==> config.mk <==
export PLATFORM = sky130hd
export DESIGN_NAME = pwm_capture
export DESIGN_NICKNAME = d
export VERILOG_FILES = /design/src/rtl/pwm_pkg.sv /design/src/rtl/pwm_sync_edge.sv /design/src/rtl/pwm_capture.sv
export SDC_FILE = /design/constraint.sdc
export NUM_CORES = 1
export LEC_CHECK = 0
export CELL_PAD_IN_SITES_DETAIL_PLACEMENT = 1
export CELL_PAD_IN_SITES_GLOBAL_PLACEMENT = 2
export CORE_MARGIN = 2
export CORE_UTILIZATION = 31
export DETAILED_ROUTE_END_ITERATION = 8
export GPL_TIMING_DRIVEN = 0
export MAX_ROUTING_LAYER = met4
export PLACE_DENSITY_LB_ADDON = 0.1
export SYNTH_ARGS = -nofsm -noshare
export SYNTH_HDL_FRONTEND = slang
export SYNTH_SLANG_ARGS = --single-unit
export TNS_END_PERCENT = 30
==> constraint.sdc <==
create_clock -name clk -period 2.2 [get_ports clk]
set_input_delay 0.33 -clock clk [delete_from_list [all_inputs] [get_ports clk]]
set_output_delay 0.33 -clock clk [all_outputs]
set_load 0.005 [all_outputs]
==> src/rtl/pwm_pkg.sv <==
// pwm_pkg: shared PWM timer types and default counter width
package pwm_pkg;
  localparam int PWM_W = 16;
  typedef enum logic [1:0] {IDLE, HIGH, LOW} cap_state_t;
endpackage

==> src/rtl/pwm_sync_edge.sv <==
// pwm_sync_edge: optional 2-flop input synchronizer plus rise/fall edge detection
// Define PWM_CAPTURE_SYNC_EN to insert the synchronizer for asynchronous pins.
module pwm_sync_edge (
  input  logic clk,
  input  logic rst,
  input  logic i_pwm,
  output logic o_rise,
  output logic o_fall
);
  logic w_s;
  logic r_s_d;
`ifdef PWM_CAPTURE_SYNC_EN
  logic [1:0] r_sync;
  always_ff @(posedge clk) r_sync <= rst ? 2'b00 : {r_sync[0], i_pwm};
  assign w_s = r_sync[1];
`else
  assign w_s = i_pwm;
`endif
  always_ff @(posedge clk) r_s_d <= rst ? 1'b0 : w_s;
  assign o_rise = w_s & ~r_s_d;
  assign o_fall = ~w_s & r_s_d;
endmodule

==> src/rtl/pwm_capture.sv <==
// pwm_capture: measures PWM period and high time in clk cycles, with saturation timeout
// Input synchronizer depth is selected by PWM_CAPTURE_SYNC_EN inside pwm_sync_edge.
module pwm_capture
  import pwm_pkg::*;
#(
  parameter int W = PWM_W
) (
  input  logic         clk,
  input  logic         rst,
  input  logic         pwm_in,
  output logic [W-1:0] period,
  output logic [W-1:0] high,
  output logic         valid,
  output logic         timeout
);
  localparam logic [W-1:0] MAX = '1;
  cap_state_t r_state, w_next;
  logic [W-1:0] r_cnt, r_hi_cnt, w_cnt, w_hi_cnt, w_period, w_high;
  logic w_rise, w_fall, w_valid, w_timeout, w_sat;
  pwm_sync_edge u_edge (
    .clk   (clk),
    .rst   (rst),
    .i_pwm (pwm_in),
    .o_rise(w_rise),
    .o_fall(w_fall)
  );
  assign w_sat = r_cnt == MAX;
  // an awaited edge at cnt == MAX wins over saturation; cnt holds at MAX instead of wrapping
  always_comb begin
    w_next    = r_state;
    w_cnt     = w_sat ? r_cnt : r_cnt + 1'b1;
    w_hi_cnt  = r_hi_cnt;
    w_period  = period;
    w_high    = high;
    w_valid   = 1'b0;
    w_timeout = timeout;
    case (r_state)
      IDLE: begin
        w_cnt  = w_rise ? W'(1) : r_cnt;
        w_next = w_rise ? HIGH : IDLE;
      end
      HIGH: begin
        if (w_fall) begin
          w_hi_cnt = r_cnt;
          w_next   = LOW;
        end else if (w_sat) begin
          w_timeout = 1'b1;
          w_next    = IDLE;
        end
      end
      LOW: begin
        if (w_rise) begin
          w_period  = r_cnt;
          w_high    = r_hi_cnt;
          w_valid   = 1'b1;
          w_timeout = 1'b0;
          w_cnt     = W'(1);
          w_next    = HIGH;
        end else if (w_sat) begin
          w_timeout = 1'b1;
          w_next    = IDLE;
        end
      end
      default: w_next = IDLE;
    endcase
  end
  always_ff @(posedge clk) begin
    if (rst) begin
      r_state  <= IDLE;
      r_cnt    <= '0;
      r_hi_cnt <= '0;
      period   <= '0;
      high     <= '0;
      valid    <= 1'b0;
      timeout  <= 1'b0;
    end else begin
      r_state  <= w_next;
      r_cnt    <= w_cnt;
      r_hi_cnt <= w_hi_cnt;
      period   <= w_period;
      high     <= w_high;
      valid    <= w_valid;
      timeout  <= w_timeout;
    end
  end
endmodule

; ---- Word level (Yosys, flattened, before mapping)
; Cells that the tools add are included.
[word_totals]
ff_bits = 69
in_bits = 3
wordCells = 39
[classes]
add_sub_neg = 1
n_eq_ne = 5
muxes = 14
n_bitwise = 5
reduce_logical = 6
[op_table]
columns = operator, n
row1 = two-way mux 16 bit, 3
row2 = case mux 16 bit (2 select lines), 1
row3 = adder 16 x 1 -> 16 bit (second input constant), 1
row4 = equality test 16 bit (second input constant), 1
row5 = two-way mux 2 bit, 3
row6 = case mux 2 bit (3 select lines), 1
row7 = AND reduction 2 bit, 3
row8 = two-way mux 1 bit, 5
row9 = inequality test 2 bit (second input constant), 2
row10 = NOT 1 bit, 3
row11 = AND 1 bit, 2
row12 = equality test 2 x 1 -> 1 bit (second input constant), 1
row13 = equality test 2 bit (second input constant), 1
row14 = logical NOT 2 bit, 1
row15 = case mux 1 bit (2 select lines), 1
row16 = nonzero test 2 bit, 1
row17 = OR reduction 2 bit, 1

; ---- Depth between registers and ports, before layout
; Gate-level depths: netlist of the first run.
[depth]
ltp_word = 4
ltp_mapped = 7

; ---- Modules after synthesis
; Synthesis of the first run repeated with hierarchy kept, for this count alone.
[unflattened]
hier_cells = 276
area_unflattened_um2 = 2595.0
[modules_own_cells]
columns = module, instances, cells_per_inst, area_per_inst_um2, seq_area_each_um2
row1 = pwm_capture, 1, 272, 2556.2, 1361.3
row2 = pwm_sync_edge, 1, 4, 38.8, 20.0

; ---- Worst setup path after synthesis of the first run
; No wires, ideal clock.
[synth_timing]
kind = register to register
start = reg r_cnt[0]
end = reg r_cnt[8]
setup_ps = 73
arrival_ps = 1685
required_time_ps = 2127
path_slack_ps = 441
path_stages_with_launch = 8
period_less_slack_ps = 1759
cell_sequence = dfxtp_1 -> ha_1 -> nand3_1 -> or4_4 -> buf_6 -> a31oi_1 -> a21oi_1 -> nor3_2
[synth_via]
elab_chain_len = 4
[synth_lines]
columns = element, line
row1 = "start, declared", pwm_capture.sv:18  ; logic [W-1:0] r_cnt, r_hi_cnt, w_cnt, w_hi_cnt, w_period, w_high;
row2 = "start signal, assigned", pwm_capture.sv:78  ; r_cnt <= w_cnt;
row3 = adder 16 x 1 -> 16 bit or equality test 16 bit (tied branches), "pwm_capture.sv:31, pwm_capture.sv:27"
row4 = two-way mux 16 bit (*), pwm_capture.sv:31  ; w_cnt = w_sat ? r_cnt : r_cnt + 1'b1;
row5 = two-way mux 16 bit, pwm_capture.sv:52  ; if (w_rise) begin
row6 = case mux 16 bit (2 select lines) (*), pwm_capture.sv:37  ; case (r_state)
; Every way passes the cells marked *; elsewhere a longest branch is shown, timed or not.
; A chain may end at the register's enable or synchronous reset.

; ---- Worst setup path in the final report of the first run
[layout_timing]
start = reg r_cnt[0]
end = reg r_cnt[7]
; The elaborated chain is that of the path after synthesis.

==> impl_metrics.yaml, run 1 <==
outcome:
  outcome: "completed"
setup_path:
  crit_type: "reg -> reg"
  end_kind: "flip-flop"
  cp_max_fo: 7
  cp.arrival_ns: 2.32
  crit_required_ns: 2.47
  startpoint_type: "flip-flop"
placement:
  dpl.hpwl_mm: 5.55
  routabilityCongestion: 0.839
  dp_cells: 492
  port-buffer-count: 35
floorplan:
  rows: 34
  fp.dieH_um: 98.2
  ios: 37
  initial_core_util_pct: 31.7
  core_area_sq_um: 8680
  die_w_um: 98.2
  die_area_sq_um: 9640
synthesis:
  ys_ff_latch: 69
  synth_compound_area_share_pct: 16.7
  syn_area_sq_um: 2750
  syn_area_per_cell_sq_um: 7.88
  synth_nets: 353
  synth_mux_area_share_pct: 0.364
  synthSimpleGateAreaFrac_pct: 26.9
  netlist_instances: 349
  synth_cell_types: 44
  synth_async_sr_flop_share_pct: 0
  synth_top_family_by_area: "simple AND/OR/NAND/NOR gates"
  ys.warnings.count: 0
  synth_edf_count: 0
  synth_fa_ha_area_share_pct: 0.455
  synth-xor-area-share_pct: 0.637
  synthFlopType: "dfxtp_1"
  seq_area_frac_synth_pct: 50.3
global_route:
  grt_start_max_net_pins: 14
  grt_usage_pct: 17.8
  antenna_found_initial: 0
  grt_pass1_wl_mm: 13.2
  grt_pass1_vias: 2476
  grt-ovfl-total: 0
timing:
  finalCritPeriodShare_pct: 93.6
  worst_pin_slew_ns: 0.622
  maxSlewViolCount: 0
  rsz0062_at_grt: "false"
  max_slew_margin_pct: 58.5
  holdWs_ns: 0.455
  final_hold_viol_count: 0
  max_freq_mhz: 486
  skew_ns: 0.0128
  finalSetupViolations: 0
  fin_crit_ns: 2.06
power:
  ir_worst_vdd_uv: 242
  p_leak_nw: 1.08
  powerDensity_nw_per_um2: 683
clocking:
  cts_tree: "done"
  clk_path_buf_depth: 2
  clock_latency_ns: 0.35
  numCtsBuffers: 9
  postCtsHoldBufs: 0
  cts.reportedPaths.clkPinSlew_ns: 0.08
  cts.sinks: 69
  clock-root-buffer: "clkbuf_8"
  h-tree-depth: 3
layout:
  drive_gt1_share_pct: 8.48
  fin_util_pct: 39.6
  final_common_cell: "nand2_1"
  fin_cells: 509
  area_growth_pct: 24.9
  antennaDiodeCount: 0
  nNetsFinal: 400
  final_cell_mix: "nand2_1, dfxtp_1, a21oi_1, clkdlybuf4s50_1, clkbuf_1"
  nFillCells: 1078
route:
  vias: 2489
  dr.pass1.iters: 4
  drtAntennaViolNets: 0
  detail_route.wl_per_cell_um: 15.1
  drtIter0Drc: 74
  drc: 0
  finalWirelength_mm: 7.71
  viasPerCell: 4.89
min_path:
  hold_class: "reg -> reg"
run:
  max_cap_violations: 0
[final cells by class]
class / count / area [sq um] / share of cell area [%]
clock buffers: 10 / 128 / 3.72
inverters: 7 / 26.3 / 0.765
repair buffers: 36 / 358 / 10.4
well taps: 108 / 135 / 3.94
flip-flops and latches: 69 / 1380 / 40.3
multi-input cells: 249 / 1250 / 36.5
clock inverters: 6 / 47.5 / 1.38
plain buffers: 24 / 104 / 3.02
[state kept, by name, indices dropped and copies added, names as in the netlist]
register,cells
u_edge.r_s_d,1
timeout,1
r_hi_cnt,16
period,16
valid,1
high,16
r_state,2
r_cnt,16
[cells by family (layout without fill, tap and decap cells)]
group / after synthesis / in the layout
buf+inv: 31 / 83
simple gates: 163 / 163
compound gates: 82 / 82
xor+xnor: 2 / 2
fa+ha+maj: 1 / 1
mux: 1 / 1
flops: 69 / 69
[routing by layer]
layer / global-route usage, % / up-vias / wire [um]
li1: - / 1273 / -
met1: 23.3 / 1177 / 3850
met4: 6.64 / 0 / 102
met2: 27.8 / 32 / 3540
met3: 3.08 / 7 / 214
met5: - / - / 0
[power by group]
| group | total (mW) | switching [mW] | internal [mW] |
|---|---|---|---|
| Sequential | 1.27 | 0.0124 | 1.26 |
| Combinational | 0.127 | 0.0944 | 0.0329 |
| Clock | 0.947 | 0.530 | 0.417 |
[worst max-delay path, cell delays in order (launching register included)]
cell      delay [ns]
dfxtp_1         0.44
ha_1            0.26
nand3_1         0.20
or4_4           0.56
buf_6           0.15
nand2b_2        0.09
nor3_1          0.06
o31ai_2         0.22
[through the flow]
step	TNS (ns)	total power, mW	setup WS, ns	area (sq um)
global route	0	2.45	0.00540	3430
CTS	0	2.38	0.0899	3420
floorplan	0	1.38	0.441	2750
detailed placement	-4.55	1.42	-0.410	3230
global placement	-3.90	1.42	-0.409	3230
finish	0	2.34	0.141	3430
[synthesized netlist by cell type, types with 2 or more instances]
cell type | number | area (sq um)
dfxtp_1 | 69 | 1380
clkbuf_1 | 17 | 63.8
o21ai_0 | 3 | 15.0
a31oi_1 | 2 | 12.5
nor4_1 | 3 | 18.8
nand2_1 | 103 | 387
or2_2 | 3 | 18.8
nand3_1 | 10 | 50.1
a21oi_1 | 61 | 305
nor2b_1 | 3 | 18.8
nor3_1 | 8 | 40.0
or3_1 | 2 | 12.5
nor2_1 | 15 | 56.3
nand2b_1 | 4 | 25.0
nand4_1 | 3 | 18.8
o221ai_1 | 2 | 17.5
xnor2_1 | 2 | 17.5
inv_1 | 7 | 26.3
o21ai_1 | 3 | 15.0
o31ai_1 | 2 | 15.0
buf_2 | 4 | 20.0
[timing repair]
action,in CTS,in global routing
endpoints found under the setup margin,10,9
buffers inserted,0,1
gates resized for setup,2,2
pin swaps,0,1
hold endpoints to repair,0,0
[final timing paths]
kind	cells past startpoint	startpoint	slack (ns)	to
worst min-delay path	2	r_hi_cnt[15]	0.45	high[15]
worst min register to register	2	r_hi_cnt[15]	0.45	high[15]
worst max-delay path	7	r_cnt[0]	0.14	r_cnt[7]
worst max register to register	7	r_cnt[0]	0.14	r_cnt[7]
Power figures use the tool's default switching activity.
==> run 2: changes to the inputs <==
Settings changed: CORE_MARGIN 2 to 3, SKIP_LAST_GASP from default to 1.
Clock period 2.2 ns to 2.34 ns, I/O delays scaled along.
==> impl_metrics.yaml, run 2 (synthesis results as in run 1) <==
power:
  clock_power_share_pct: 49.5
  seq_power_share_pct: 46.0
  combPwrFrac_pct: 4.5
  powerDensity_nw_per_um2: 739
  p_leak_nw: 1.13
  switchingPower_mw: 0.561
  swShare_pct: 21.7
  ir_worst_vdd_uv: 257
  intPower_mw: 2.03
global_route:
  grt_usage_pct: 17.0
  grt_start_max_net_pins: 13
  grt_pass1_vias: 2450
  antenna_found_initial: 0
  grt_pass1_wl_mm: 12.9
  grt-ovfl-total: 0
timing:
  fin_ws_ns: 0.268
  skew_ns: 0.0110
  holdWs_ns: 0.456
  final_hold_viol_count: 0
  finalSetupViolations: 0
  finalCritPeriodShare_pct: 88.5
  rsz0062_at_grt: "false"
  max_slew_margin_pct: 57.2
  max_freq_mhz: 483
  fin_crit_ns: 2.07
  worst_pin_slew_ns: 0.638
  maxSlewViolCount: 0
setup_path:
  crit_required_ns: 2.56
  worstRegToRegCells: 6
  worstSetupStartpoint: "r_cnt[1]"
  critPathCapture: "r_cnt[11]"
  cp.arrival_ns: 2.29
  startpoint_type: "flip-flop"
  regToRegSetupSlack_ns: 0.27
  end_kind: "flip-flop"
  r2r-end: "r_cnt[11]"
  cp_max_fo: 10
  crit_type: "reg -> reg"
  r2r_start: "r_cnt[1]"
clocking:
  cts_tree: "done"
  numCtsBuffers: 9
  h-tree-depth: 3
  clock-root-buffer: "clkbuf_8"
  cts.sinks: 69
  clock_latency_ns: 0.35
  clk_path_buf_depth: 2
  cts.reportedPaths.clkPinSlew_ns: 0.08
min_path:
  min_from: "period[7]"
  hold_class: "reg -> reg"
layout:
  nNetsFinal: 399
  nFillCells: 1052
  drive_gt1_share_pct: 7.75
  area_growth_pct: 27.5
  final_cell_mix: "nand2_1, dfxtp_1, a21oi_1, clkdlybuf4s50_1, clkbuf_1"
  fin_util_pct: 41.6
  final_common_cell: "nand2_1"
  design_area_sq_um: 3500
  antennaDiodeCount: 0
floorplan:
  fp.dieH_um: 100
  initial_core_util_pct: 32.6
  die_area_sq_um: 10000
  ios: 37
  die_w_um: 100
  rows: 33
  core_area_sq_um: 8420
run:
  max_cap_violations: 0
placement:
  pre_cts_slack_ns: -0.295
  port-buffer-count: 35
  dpl.hpwl_mm: 5.57
  postPlaceCellArea_sq_um: 3230
  routabilityCongestion: 0.822
route:
  drtIter0Drc: 87
  vias: 2489
  viasPerCell: 4.93
  dr.pass1.iters: 4
  drc: 0
  detail_route.wl_per_cell_um: 15.3
  drtAntennaViolNets: 0
  dr_wl_met2_mm: 3.67
  wl_met1_mm: 3.76
  finalWirelength_mm: 7.75
  routed-wl-met3_um: 255
  top_layer: "met4"
outcome:
  outcome: "completed"
run 2: cell types whose count changed in the layout (fill, tap and decap cells not counted), sizes merged:
cell	delta
bufinv	+4
clkinvlp	-4
buf	-1
clkinv	+1
inv	-1
run 2: cell type report:
cell class / count / area [sq um] / share of cell area (%)
Clock inverter: 6 / 134 / 3.82
Clock buffer: 10 / 128 / 3.64
Tap cell: 105 / 131 / 3.75
Buffer: 24 / 104 / 2.96
Sequential cell: 69 / 1380 / 39.4
Inverter: 7 / 26.3 / 0.750
Multi-Input combinational cell: 249 / 1250 / 35.7
Timing Repair Buffer: 35 / 350 / 10.0
run 2: worst min-delay path by stage:
stage / end / cells past startpoint
2_1_floorplan: high[0] / 2
3_3_place_gp: high[0] / 2
3_5_place_dp: r_hi_cnt[7] / 2
4_1_cts: high[4] / 2
5_1_grt: high[3] / 2
6_report: period[7] / 2
run 2: repair_timing:
action,CTS,global route
gates resized for setup,1,1
endpoints found under the setup margin,2,4
setup buffers,0,0
hold buffers,0,0
pin swaps,0,0
run 2: critical path: stages (launching register included):
cell and delay, ns:
dfxtp_1 0.44, ha_1 0.24, nand3_1 0.21, nor4_4 0.65
nor4b_1 0.17, xnor2_1 0.18, nor2_1 0.05
run 2: metrics by stage:
step,total power [mW],instances,TNS (ns)
2_1_floorplan,1.30,349,0
3_3_place_gp,1.34,489,-1.07
3_5_place_dp,1.34,489,-1.34
4_1_cts,2.63,505,0
5_1_grt,2.70,505,0
6_report,2.59,505,0
run 2: metal layers:
metal	vias to the layer above	track usage, %
met2	38	26.8
met5	-	-
li1	1269	-
met3	7	4.17
met1	1175	21.7
met4	0	4.66
run 2: power by group through the flow:
stage | combinational [mW] | clock [mW] | sequential [mW]
finish | 0.117 | 1.28 | 1.19
global route | 0.135 | 1.37 | 1.19
CTS | 0.119 | 1.32 | 1.19
detailed placement | 0.118 | 0 | 1.22
global placement | 0.117 | 0 | 1.22
floorplan | 0.0812 | 0 | 1.22
==> run 3: changes to the inputs <==
Settings changed: PLACE_DENSITY_LB_ADDON 0.1 to 0.05.
==> impl_metrics.yaml, run 3 (synthesis results as in run 1) <==
outcome:
  outcome: "completed"
layout:
  nNetsFinal: 399
  fin_cells: 505
  area_growth_pct: 25.2
  drive_gt1_share_pct: 8.00
  antennaDiodeCount: 0
  final_common_cell: "nand2_1"
  fin_util_pct: 40.9
  final_cell_mix: "nand2_1, dfxtp_1, a21oi_1, clkdlybuf4s50_1, clkbuf_1"
global_route:
  grt_pass1_vias: 2511
  grt_usage_pct: 17.6
  antenna_found_initial: 0
  grt_start_max_net_pins: 13
  grt_pass1_wl_mm: 13.2
  grt-ovfl-total: 0
timing:
  skew_ns: 0.00593
  worst_pin_slew_ns: 0.675
  final_hold_viol_count: 0
  max_freq_mhz: 479
  final.setup.tns_ns: 0
  fin_crit_ns: 2.09
  finalSetupViolations: 0
  finalCritPeriodShare_pct: 89.3
  maxSlewViolCount: 0
  max_slew_margin_pct: 54.8
  holdWs_ns: 0.455
  rsz0062_at_grt: "false"
route:
  drtIter0Drc: 72
  vias: 2469
  detail_route.wl_per_cell_um: 15.8
  finalWirelength_mm: 7.96
  viasPerCell: 4.89
  dr.pass1.iters: 6
  drtAntennaViolNets: 0
  drc: 0
placement:
  dpl.hpwl_mm: 5.68
  dp_cells: 489
  routabilityCongestion: 0.822
  port-buffer-count: 35
floorplan:
  core_area_sq_um: 8420
  rows: 33
  die_area_sq_um: 10000
  ios: 37
  die_w_um: 100
  fp.dieH_um: 100
  initial_core_util_pct: 32.6
power:
  p_leak_nw: 1.11
  ir_worst_vdd_uv: 302
  powerDensity_nw_per_um2: 671
  power.total_mw: 2.31
clocking:
  cts.sinks: 69
  clk_path_buf_depth: 2
  cts_tree: "done"
  h-tree-depth: 3
  cts.reportedPaths.clkPinSlew_ns: 0.08
  numCtsBuffers: 9
  clock_latency_ns: 0.35
  clock-root-buffer: "clkbuf_8"
setup_path:
  end_kind: "flip-flop"
  crit_type: "reg -> reg"
  startpoint_type: "flip-flop"
  cp.arrival_ns: 2.37
  crit_required_ns: 2.62
  cp_max_fo: 7
min_path:
  hold_class: "reg -> reg"
run:
  max_cap_violations: 0
run 3: cell count changes in the layout (fill, tap and decap cells not counted):
cell	delta
bufinv_16	-3
clkbuf_1	-1
clkbuf_8	+1
clkinv_2	+2
clkinvlp_4	+1
run 3: power breakdown:
part	total, mW	internal (mW)	switching, mW
Clock	0.996	0.519	0.477
Sequential	1.19	1.18	0.0120
Combinational	0.120	0.0308	0.0890
Total	2.31	1.73	0.578
run 3: path summary, 6_finish.rpt:
check / start / to / slack [ns] / depth (start not counted)
worst min-delay path: r_hi_cnt[4] / high[4] / 0.46 / 2
worst min register to register: r_hi_cnt[4] / high[4] / 0.46 / 2
worst max-delay path: r_cnt[1] / r_cnt[8] / 0.25 / 7
worst max register to register: r_cnt[1] / r_cnt[8] / 0.25 / 7
run 3: routing by layer:
metal	share of wire (%)	wire, um	up-vias	global-route usage (%)
li1	-	-	1271	-
met1	49	3920	1154	22.6
met2	47	3720	34	27.8
met3	2.7	217	10	3.47
met4	1.3	104	0	6.22
met5	0	0	-	-
run 3: cell type report:
class / count / area, sq um
Fill cell: 1049 / 4980
Inverter: 7 / 26.3
Timing Repair Buffer: 35 / 350
Tap cell: 105 / 131
Clock inverter: 6 / 61.3
Buffer: 24 / 104
Sequential cell: 69 / 1380
Clock buffer: 10 / 138
Multi-Input combinational cell: 249 / 1250
run 3: per-stage QoR:
stage / area, sq um / worst slack [ns]
after floorplan: 2750 / 0.581
after global placement: 3230 / -0.250
after detailed placement: 3230 / -0.267
after CTS: 3440 / 0.103
after global routing: 3440 / 0.0895
final: 3440 / 0.251
run 3: repair_timing:
action                     CTS  global route
setup buffers                0             0
hold buffers                 0             0
setup endpoints to repair    7             4
gates resized for setup      1             1
run 3: critical path: stages, from the launching register on:
cell and delay, ns:
dfxtp_1 0.46, ha_1 0.27, nand3_1 0.19, or4_4 0.56
buf_6 0.15, a31oi_1 0.17, a21oi_1 0.07, nor3_2 0.15
